===== config.mk =====
export PLATFORM = sky130hd
export DESIGN_NAME = finder_row_clusterer_flat
export DESIGN_NICKNAME = d
export VERILOG_FILES = /design/src/rtl/qr_pkg.sv /design/src/rtl/finder_row_clusterer_if.sv /design/src/rtl/finder_row_clusterer_run_tracker.sv /design/src/rtl/finder_row_clusterer.sv /design/src/flat_wrapper.sv
export SDC_FILE = /design/constraint.sdc
export NUM_CORES = 1
export LEC_CHECK = 0
export ABC_AREA = 0
export BUFFER_PORTS_ARGS = -buffer_cell sky130_fd_sc_hd__clkbuf_2
export CORE_ASPECT_RATIO = 1.5
export CORE_MARGIN = 10
export CORE_UTILIZATION = 55
export DETAILED_ROUTE_END_ITERATION = 6
export PLACE_DENSITY = 0.8
export SYNTH_ARGS = -nofsm -noshare
export SYNTH_HDL_FRONTEND = slang
export SYNTH_SLANG_ARGS = --single-unit

===== constraint.sdc =====
create_clock -name clk_in -period 6.7 [get_ports clk_in]
set_clock_uncertainty 0.2 [all_clocks]
set_input_delay 1.005 -clock clk_in [delete_from_list [all_inputs] [get_ports clk_in]]
set_output_delay 1.005 -clock clk_in [all_outputs]
set_load 0.02 [all_outputs]

===== src/rtl/qr_pkg.sv =====
// Shared constants and types for the QR finder-pattern pipeline.
package qr_pkg;

  localparam int unsigned FRAME_HEIGHT = 480;
  localparam int unsigned FRAME_WIDTH  = 480;
  localparam int unsigned ROW_W        = $clog2(FRAME_HEIGHT);

  typedef struct packed {
    logic [ROW_W-1:0] start_row;
    logic [ROW_W-1:0] end_row;
    logic [ROW_W-1:0] center_row;
  } cluster_rec_t;

  typedef enum logic [1:0] {
    StIdle,
    StScan,
    StFlush,
    StDone
  } clus_state_e;

endpackage


===== src/rtl/finder_row_clusterer_if.sv =====
// Flag-vector input and cluster-record output bundle of the row clusterer.
interface finder_row_clusterer_if
  import qr_pkg::*;
#(
  parameter int unsigned HEIGHT = FRAME_HEIGHT
);
  logic [HEIGHT-1:0] finder_encodings;
  logic              encodings_valid;
  logic              busy;
  logic              cluster_valid;
  logic [ROW_W-1:0]  cluster_start;
  logic [ROW_W-1:0]  cluster_end;
  logic [ROW_W-1:0]  cluster_center;
  logic [1:0]        cluster_id;
  logic [1:0]        cluster_count;
  logic              overflow;
  logic              done;

  modport master (
    output finder_encodings, encodings_valid,
    input  busy, cluster_valid, cluster_start, cluster_end, cluster_center,
    input  cluster_id, cluster_count, overflow, done
  );

  modport slave (
    input  finder_encodings, encodings_valid,
    output busy, cluster_valid, cluster_start, cluster_end, cluster_center,
    output cluster_id, cluster_count, overflow, done
  );
endinterface


===== src/rtl/finder_row_clusterer_run_tracker.sv =====
// Groups serially presented row flags into runs, tolerating short gaps of zeros.
module finder_row_clusterer_run_tracker
  import qr_pkg::*;
#(
  parameter int unsigned MAX_GAP = 2
) (
  input  logic             clk_in,
  input  logic             rst_in,
  input  logic             clear,
  input  logic             en,
  input  logic             row_bit,
  input  logic [ROW_W-1:0] index,
  input  logic             last,
  output logic             close_pulse,
  output logic [ROW_W-1:0] start_row,
  output logic [ROW_W-1:0] end_row
);
  localparam int unsigned GapW = $clog2(MAX_GAP + 2) + 1;

  logic             run_q, run_d;
  logic [ROW_W-1:0] start_q, start_d, end_q, end_d;
  logic [GapW-1:0]  gap_q, gap_d;

  always_comb begin
    run_d       = run_q;
    start_d     = start_q;
    end_d       = end_q;
    gap_d       = gap_q;
    close_pulse = 1'b0;
    if (en) begin
      if (row_bit) begin
        if (!run_q) start_d = index;
        run_d = 1'b1;
        end_d = index;
        gap_d = '0;
      end else if (run_q) begin
        gap_d = gap_q + 1'b1;
        if (gap_d > GapW'(MAX_GAP)) close_pulse = 1'b1;
      end
      // The final row closes whatever is still open, after that row is applied.
      if (last && run_d) close_pulse = 1'b1;
      if (close_pulse) begin
        run_d = 1'b0;
        gap_d = '0;
      end
    end
  end

  assign start_row = start_d;
  assign end_row   = end_d;

  always_ff @(posedge clk_in) begin
    if (rst_in || clear) begin
      run_q   <= 1'b0;
      start_q <= '0;
      end_q   <= '0;
      gap_q   <= '0;
    end else begin
      run_q   <= run_d;
      start_q <= start_d;
      end_q   <= end_d;
      gap_q   <= gap_d;
    end
  end
endmodule


===== src/rtl/finder_row_clusterer.sv =====
// Scans a per-row finder flag vector and reports up to MAX_CLUSTERS vertical clusters.
module finder_row_clusterer
  import qr_pkg::*;
#(
  parameter int unsigned HEIGHT       = FRAME_HEIGHT,
  parameter int unsigned MIN_RUN      = 3,
  parameter int unsigned MAX_GAP      = 2,
  parameter int unsigned MAX_CLUSTERS = 3
) (
  input logic                   clk_in,
  input logic                   rst_in,
  finder_row_clusterer_if.slave bus
);
  clus_state_e       state_q, state_d;
  logic [HEIGHT-1:0] vec_q;
  logic [ROW_W-1:0]  idx_q;
  cluster_rec_t      rec_q;
  logic [1:0]        id_q, count_q;
  logic              ovf_q, valid_q;

  logic             accept, scanning, last_row, close_pulse, qualifies;
  logic [ROW_W-1:0] run_start, run_end;
  logic [ROW_W:0]   run_len, center_sum;

  assign accept   = (state_q == StIdle) && bus.encodings_valid;
  assign scanning = (state_q == StScan);
  assign last_row = (idx_q == ROW_W'(HEIGHT - 1));

  always_comb begin
    state_d = state_q;
    unique case (state_q)
      StIdle:  if (bus.encodings_valid) state_d = StScan;
      StScan:  if (last_row) state_d = StFlush;
      StFlush: state_d = StDone;
      StDone:  state_d = StIdle;
      default: state_d = StIdle;
    endcase
  end

  always_ff @(posedge clk_in) begin
    if (rst_in) state_q <= StIdle;
    else        state_q <= state_d;
  end

  finder_row_clusterer_run_tracker #(
    .MAX_GAP (MAX_GAP)
  ) u_run_tracker (
    .clk_in      (clk_in),
    .rst_in      (rst_in),
    .clear       (accept),
    .en          (scanning),
    .row_bit     (vec_q[idx_q]),
    .index       (idx_q),
    .last        (last_row),
    .close_pulse (close_pulse),
    .start_row   (run_start),
    .end_row     (run_end)
  );

  assign run_len    = {1'b0, run_end} - {1'b0, run_start} + (ROW_W + 1)'(1);
  assign center_sum = {1'b0, run_start} + {1'b0, run_end};
  assign qualifies  = close_pulse && (run_len >= (ROW_W + 1)'(MIN_RUN));

  always_ff @(posedge clk_in) begin
    if (rst_in) begin
      vec_q   <= '0;
      idx_q   <= '0;
      rec_q   <= '0;
      id_q    <= '0;
      count_q <= '0;
      ovf_q   <= 1'b0;
      valid_q <= 1'b0;
    end else begin
      valid_q <= 1'b0;
      if (accept) begin
        vec_q   <= bus.finder_encodings;
        idx_q   <= '0;
        count_q <= '0;
        ovf_q   <= 1'b0;
      end
      if (scanning) begin
        if (!last_row) idx_q <= idx_q + 1'b1;
        if (qualifies) begin
          if (count_q < 2'(MAX_CLUSTERS)) begin
            rec_q   <= '{start_row: run_start, end_row: run_end,
                         center_row: center_sum[ROW_W:1]};
            id_q    <= count_q;
            count_q <= count_q + 1'b1;
            valid_q <= 1'b1;
          end else begin
            ovf_q <= 1'b1;
          end
        end
      end
    end
  end

  assign bus.busy           = scanning || (state_q == StFlush);
  assign bus.done           = (state_q == StDone);
  assign bus.cluster_valid  = valid_q;
  assign bus.cluster_start  = rec_q.start_row;
  assign bus.cluster_end    = rec_q.end_row;
  assign bus.cluster_center = rec_q.center_row;
  assign bus.cluster_id     = id_q;
  assign bus.cluster_count  = count_q;
  assign bus.overflow       = ovf_q;
endmodule


===== src/flat_wrapper.sv =====
// flat-port wrapper written by rule: the top's interface ports become plain ports
module finder_row_clusterer_flat import qr_pkg::*;
#(
  parameter int unsigned HEIGHT       = FRAME_HEIGHT,
  parameter int unsigned MIN_RUN      = 3,
  parameter int unsigned MAX_GAP      = 2,
  parameter int unsigned MAX_CLUSTERS = 3
)
  (clk_in, rst_in, bus_finder_encodings, bus_encodings_valid, bus_busy, bus_cluster_valid, bus_cluster_start, bus_cluster_end, bus_cluster_center, bus_cluster_id, bus_cluster_count, bus_overflow, bus_done);
  finder_row_clusterer_if #(.HEIGHT(HEIGHT)) bus_i ();
  input logic clk_in;
  input logic rst_in;
  input wire logic [$bits(bus_i.finder_encodings)-1:0] bus_finder_encodings;
  input wire logic [$bits(bus_i.encodings_valid)-1:0] bus_encodings_valid;
  output wire logic [$bits(bus_i.busy)-1:0] bus_busy;
  output wire logic [$bits(bus_i.cluster_valid)-1:0] bus_cluster_valid;
  output wire logic [$bits(bus_i.cluster_start)-1:0] bus_cluster_start;
  output wire logic [$bits(bus_i.cluster_end)-1:0] bus_cluster_end;
  output wire logic [$bits(bus_i.cluster_center)-1:0] bus_cluster_center;
  output wire logic [$bits(bus_i.cluster_id)-1:0] bus_cluster_id;
  output wire logic [$bits(bus_i.cluster_count)-1:0] bus_cluster_count;
  output wire logic [$bits(bus_i.overflow)-1:0] bus_overflow;
  output wire logic [$bits(bus_i.done)-1:0] bus_done;
  assign bus_i.finder_encodings = bus_finder_encodings;
  assign bus_i.encodings_valid = bus_encodings_valid;
  assign bus_busy = bus_i.busy;
  assign bus_cluster_valid = bus_i.cluster_valid;
  assign bus_cluster_start = bus_i.cluster_start;
  assign bus_cluster_end = bus_i.cluster_end;
  assign bus_cluster_center = bus_i.cluster_center;
  assign bus_cluster_id = bus_i.cluster_id;
  assign bus_cluster_count = bus_i.cluster_count;
  assign bus_overflow = bus_i.overflow;
  assign bus_done = bus_i.done;
  finder_row_clusterer #(.HEIGHT(HEIGHT), .MIN_RUN(MIN_RUN), .MAX_GAP(MAX_GAP), .MAX_CLUSTERS(MAX_CLUSTERS)) u_core (.clk_in(clk_in), .rst_in(rst_in), .bus(bus_i));
endmodule

### Word level (Yosys, flattened, before mapping)

Index checks and enable logic that the tools add are counted.

| operators by class | value |
|---|---|
| $add $sub $neg | 6 |
| order comparisons | 4 |
| equality and inequality tests | 6 |
| muxes and demuxes | 34 |
| bitwise gates (word level) | 2 |
| reduce and logical (&&, ||, !) cells | 11 |

Operators with widths:

| cell | count |
|---|---|
| $mux 9 | 8 |
| $mux 1 | 15 |
| $mux 2 | 6 |
| $add 10x1->10 const B | 1 |
| $add 9x9->10 | 1 |
| $ge 10x2->1 const B | 1 |
| $lt 9x10->1 const B | 1 |
| $sub 9x9->10 | 1 |
| $add 9x1->9 const B | 1 |
| $bmux 1 s9 | 1 |
| $eq 9x9->1 const B | 1 |
| $mux 3 | 3 |
| $pmux 2 s4 | 1 |
| $eq 2x2->1 const B | 2 |
| $ne 2x2->1 const B | 2 |
| $reduce_and 2->1 | 2 |
| $add 3x1->3 const B | 1 |
| $gt 3x2->1 const B | 1 |
| $logic_and 1x1->1 | 3 |
| $reduce_and 3->1 | 1 |
| $reduce_bool 3->1 | 1 |
| $reduce_or 3->1 | 1 |
| $add 2x1->2 const B | 1 |
| $eq 2x1->1 const B | 1 |
| other kinds (4) | 6 |

| word-level totals | value |
|---|---|
| bits in registers | 546 |
| input bits | 483 |
| word-level logic and storage cells | 77 |

### Longest topological paths before layout

| depth | value |
|---|---|
| depth after elaboration | 11 |
| gate-level depth with buffers | 31 |
| gate-level depth less buffers | 24 |

### By module

From an unflattened synthesis, not the netlist that was laid out.

| unflattened totals | value |
|---|---|
| cell total of the unflattened synthesis | 2826 |
| area total of the unflattened synthesis | 24101.9 sq um |

Modules (own cells, without submodules):

| module | instances | cells an instance | area each (sq um) |
|---|---|---|---|
| finder_row_clusterer | 1 | 2744 | 23151.0 |
| finder_row_clusterer_run_tracker | 1 | 82 | 950.9 |

### Worst setup path after synthesis

No wires, ideal clock.

| timing path | value |
|---|---|
| path kind | reg2reg |
| from | register u_core.idx_q[0] |
| to | register u_core.rec_q, in the netlist u_core.bus.cluster_start[3] |
| arrival | 5.709 ns |
| data required time | 6.419 ns |
| slack | 0.710 ns |
| cell stages (with the launch flop) | 27 |
| buffers on the path | 4 |
| period minus slack after synthesis | 5.990 ns |
| cell sequence | dfxtp_1 buf_4 buf_6 mux4_2 mux4_2 o211ai_1 nand4_1 a2bb2oi_4 nand2_1 buf_4 mux2i_2 inv_1 ha_1 ha_1 inv_1 fa_1 inv_1 a21o_1 nor2_1 a31oi_1 o22ai_1 nand3_1 nor3b_1 a21boi_4 buf_4 a21oi_1 a211oi_2 |

RTL lines:

| item | RTL line | text |
|---|---|---|
| start, declared | finder_row_clusterer.sv:16 | `logic [ROW_W-1:0] idx_q;` |
| start signal, assigned | finder_row_clusterer.sv:82 | `if (!last_row) idx_q <= idx_q + 1'b1;` |
| $bmux 1 s9 | finder_row_clusterer.sv:52 | `.row_bit (vec_q[idx_q]),` |
| $mux 1 (not written as such) | finder_row_clusterer.sv:52 |  |
| $mux 9 | finder_row_clusterer_run_tracker.sv:31 | `if (row_bit) begin` |
| $mux 9 | finder_row_clusterer_run_tracker.sv:30 | `if (en) begin` |
| net u_core.run_end[1] | finder_row_clusterer.sv:22 | `logic [ROW_W-1:0] run_start, run_end;` |
| $sub 9x9->10 | finder_row_clusterer.sv:60 | `assign run_len = {1'b0, run_end} - {1'b0, run_start} + (ROW_W + 1)'(1);` |
| $add 10x1->10 | finder_row_clusterer.sv:60 |  |
| $ge 10x2->1 | finder_row_clusterer.sv:62 | `assign qualifies = close_pulse && (run_len >= (ROW_W + 1)'(MIN_RUN));` |
| $logic_and 1x1->1 | finder_row_clusterer.sv:62 |  |
| $reduce_and 3->1 (no line) | - |  |
| end signal, assigned | finder_row_clusterer.sv:85 | `rec_q <= '{start_row: run_start, end_row: run_end,` |
| end, declared | finder_row_clusterer.sv:17 | `cluster_rec_t rec_q;` |

The timed path passes the listed nets, and every way through them passes these cells. The select of a mux whose other input is x is not followed.
A chain may end at the register's enable or synchronous reset.

### Worst setup path after layout

| timing path | value |
|---|---|
| from | register u_core.idx_q[0] |
| to | register u_core.rec_q, in the netlist u_core.bus.cluster_center[3] |

RTL lines:

| item | RTL line |
|---|---|
| $bmux 1 s9 (*) | finder_row_clusterer.sv:52 |
| $mux 1 (not written as such) (*) | finder_row_clusterer.sv:52 |
| $mux 9 (*) | finder_row_clusterer_run_tracker.sv:31 |
| $mux 9 (*) | finder_row_clusterer_run_tracker.sv:30 |
| net u_core.run_start[1] | finder_row_clusterer.sv:22 |
| $sub 9x9->10 | finder_row_clusterer.sv:60 |
| $add 10x1->10 | finder_row_clusterer.sv:60 |
| $ge 10x2->1 | finder_row_clusterer.sv:62 |
| $logic_and 1x1->1 | finder_row_clusterer.sv:62 |
| $reduce_and 3->1 (no line) | - |

The timed path passes the listed nets; every way through them passes the cells marked *. The select of a mux whose other input is x is not followed.

==> results.ini <==
[synthesis]
synthMuxAreaShare=0.1256
synth_area_leaders=dfxtp_1 45%, nand2_1 15%, a21oi_1 11%
synthCells=2862
synth_compound_area_frac=0.1615
syn_area_um2=24170
synth_ff_type=dfxtp_1
yosys.area_share.adder=0.01977
synth_top_area_share=0.4522
synth_cell_types=74
synth_area_leader_cell=dfxtp_1
ys_seq_area_frac=0.4522
synth_edf_count=0
synthSimpleGateAreaFrac=0.1859
synth_xor_area_frac=0.004710
ys_warn_count=0
ys_ff_latch=546
synthArstFlopShare=0
avgSynthCellArea_um2=8.446
syn_nets=3382
synth_top_family_by_area=simple AND/OR/NAND/NOR gates

[run_status]
violations=DRC
status=finished, violations left

[sta]
worst_pin_slew_ps=1204
min_period_ps=6346
report.final.slew_viol_count=0
period_share=0.9472
finalHoldViolCount=0
grt_setup_unrepaired=false
fmax_mhz=157.6
finalSetupViolations=0
relSlewSlack=0.1975
hold_ws_ps=254.4

[detailed_routing]
ant_nets=0
wl_um=81680
routedWlPerCell_um=21.00
drt_iter0_markers=2143
num_vias=22475
drt-vias-per-instance=5.778
drt_first_pass_iters=7
drc_errors=1

[floorplan]
die_x_um=191.2
die_area_um2=52910
start_util=0.5540
core_um2=43630
row_count=94
die_h_um=276.8
io_pins=518

[layout]
area_delta_synth_final_pct=19.66
drive_gt1_frac=0.2526
fill_cells=3560
design_area_um2=28930
final_cells=3890
nNetsFinal=3791

[pwr]
power_density_nw_per_um2=349.3
p_int_mw=6.655
leakage_nw=11.72
p_comb_frac=0.289
pwr-share-clk=0.295
vdd_drop_max_uv=286.0
switchingPower_mw=3.449
pwr-share-seq=0.416
swShare=0.3414

[global_route]
grt_max_degree=257
grt_pass1_vias=22809
grt_pass1_wl_um=123100
overflow=0
grt_antenna_before_repair=1
grt_use_total=0.2923

[job]
cap_viol_max_count=0

[place]
globalplace.congestion=0.9204
hpwl_um=59660
place_inst=3776
dpl_cell_area_um2=26970
io_buffers=517

[clocking]
root_buffer=clkbuf_16
clock_path_buffers=3
hold_buffers=0
clkLatencyLatePin_ps=590
cts.sink_count=546
cts_tree=built
cts.clk_slew.worst_paths_ps=70
h-tree-depth=2
cts_made_buffers=50

[critical_path]
cp-end-kind=register
crit_start=u_core.idx_q[0]
worst_path_max_delay_cell=mux4_2
crit_fanout=20
arrival_ps=6550
r2r-start=u_core.idx_q[0]
cp_slowest_stage_delay_ps=500
critPathRequiredTime_ps=6910
startpoint_type=register
cpMostUsedCell=inv_1
worstSetupPathType=reg -> reg

[hold_path]
hold_start=u_core.vec_q[308]
hp-class=reg -> reg

[final timing paths]
check	endpoint	slack (ps)	cells after the start
min	u_core.vec_q[308]	250	2
min reg2reg	u_core.vec_q[308]	250	2
max reg2reg	u_core.bus.cluster_center[3]	350	28
max	u_core.bus.cluster_center[3]	350	28
[state kept, by name, summed over array words and instances, names as in the netlist]
register and count:
u_core.bus.cluster_start 9, u_core.u_run_tracker.end_q 9, u_core.bus.cluster_count 2, u_core.state_q 2, u_core.vec_q 480, u_core.bus.cluster_id 2
u_core.bus.cluster_center 9, u_core.bus.overflow 1, u_core.u_run_tracker.gap_q 3, u_core.bus.cluster_valid 1, u_core.u_run_tracker.run_q 1, u_core.u_run_tracker.start_q 9
u_core.bus.cluster_end 9, u_core.idx_q 9
[logic make-up after synthesis]
kind of cell / Yosys count
compound gates: 675
buf+inv: 270
flops: 546
fa+ha+maj: 37
mux: 181
simple gates: 1140
xor+xnor: 13
[per-stage QoR]
stage	setup slack (ps)	power, mW	setup TNS (ps)	utilization
2_1_floorplan	710.3	6.217	0	-
3_3_place_gp	-0.9215	6.964	-0.9215	0.6181
3_5_place_dp	-197.7	7.079	-3737	0.6181
4_1_cts	49.35	10.04	0	0.6577
5_1_grt	39.63	10.58	0	0.6629
6_report	353.9	10.10	0	0.6629
[cell type report]
class                      count  area [µm²]  share of cell area
clock buffer                  68        1389             0.04801
inverter                      41       153.9            0.005320
sequential                   546       10940              0.3783
clock inverter                26       316.6             0.01094
tap                          576       720.7             0.02491
antenna                        1       2.502          0.00008651
timing repair buffer         586        3337              0.1154
multi-input combinational   2046       12060              0.4170
[cell usage after synthesis (3+ instances only)]
cell,count
nor2b_1,14
mux4_2,96
o22ai_1,15
o211ai_1,5
mux2_2,16
nand3_1,23
a221oi_1,5
xnor2_1,9
a22o_1,4
o21ai_0,17
clkbuf_1,163
o31ai_1,3
nand2_1,990
or3_1,4
nor4_1,5
a21oi_2,10
mux2i_1,68
ha_1,35
a31oi_1,5
nand3b_1,3
and3_1,3
a31o_2,4
buf_6,13
buf_1,19
a21o_1,5
nor3_1,15
a21oi_1,522
nor3b_1,6
a22oi_1,15
and2_1,3
xor2_1,4
dfxtp_1,546
nor2_1,54
o211a_1,3
nand2b_1,9
inv_1,41
a211oi_2,19
a211oi_1,10
buf_4,15
buf_2,17
o21bai_1,6
nand4_1,4
[repair_timing]
action / in CTS / in global routing
pin swaps: 0 / 2
gates cloned: 0 / 0
setup buffers: 1 / 18
endpoints found under the hold margin: 0 / 0
setup endpoints to repair: 32 / 32
resized for setup: 1 / 6
[worst max-delay path: cells and delay by family (launching register included)]
family | cells | cell delay [ps]
compound gates | 8 | 1250
fa+ha+maj | 3 | 900
buf+inv | 7 | 1020
flops | 1 | 490
mux | 3 | 1210
simple gates | 7 | 1050
[placed cells by master, fill, tap and decap left out, types with 5 or more instances in the layout]
| cell type | instances |
|---|---|
| nor2_1 | 54 |
| a31oi_1 | 5 |
| inv_1 | 41 |
| nand2_1 | 989 |
| o211ai_1 | 5 |
| o21ai_0 | 17 |
| buf_12 | 13 |
| clkbuf_16 | 50 |
| a21oi_2 | 11 |
| mux4_2 | 96 |
| a22oi_1 | 15 |
| clkbuf_1 | 11 |
| buf_4 | 50 |
| bufinv_16 | 6 |
| nor3_1 | 15 |
| o21bai_1 | 6 |
| xnor2_1 | 9 |
| o22ai_1 | 14 |
| ha_1 | 35 |
| clkbuf_8 | 7 |
| a221oi_1 | 5 |
| nand3_1 | 23 |
| a211oi_1 | 10 |
| nor3b_1 | 5 |
| nand2b_1 | 9 |
| mux2i_1 | 67 |
| mux2_2 | 16 |
| a211oi_2 | 18 |
| clkinv_2 | 11 |
| nor2b_1 | 14 |
| clkbuf_2 | 516 |
| a21oi_1 | 521 |
| nor4_1 | 5 |
| dfxtp_1 | 541 |
| a21o_1 | 5 |
[power groups by stage]
stage	clock [mW]	sequential (mW)	combinational, mW
after floorplan	0	4.10	2.11
after global placement	0	4.26	2.71
after detailed placement	0	4.29	2.79
after CTS	3.00	4.22	2.81
after global routing	3.12	4.25	3.22
final	2.98	4.20	2.92
[metal layers]
layer / vias up / GRT usage / share of wire / wire (µm)
li1: 10524 / - / - / -
met5: - / 0 / 0.00016 / 13
met1: 10649 / 0.3312 / 0.37 / 30050
met4: 2 / 0.1685 / 0.062 / 5045
met2: 1042 / 0.5036 / 0.50 / 40840
met3: 258 / 0.05166 / 0.070 / 5727
Power figures use the tool's default switching activity.
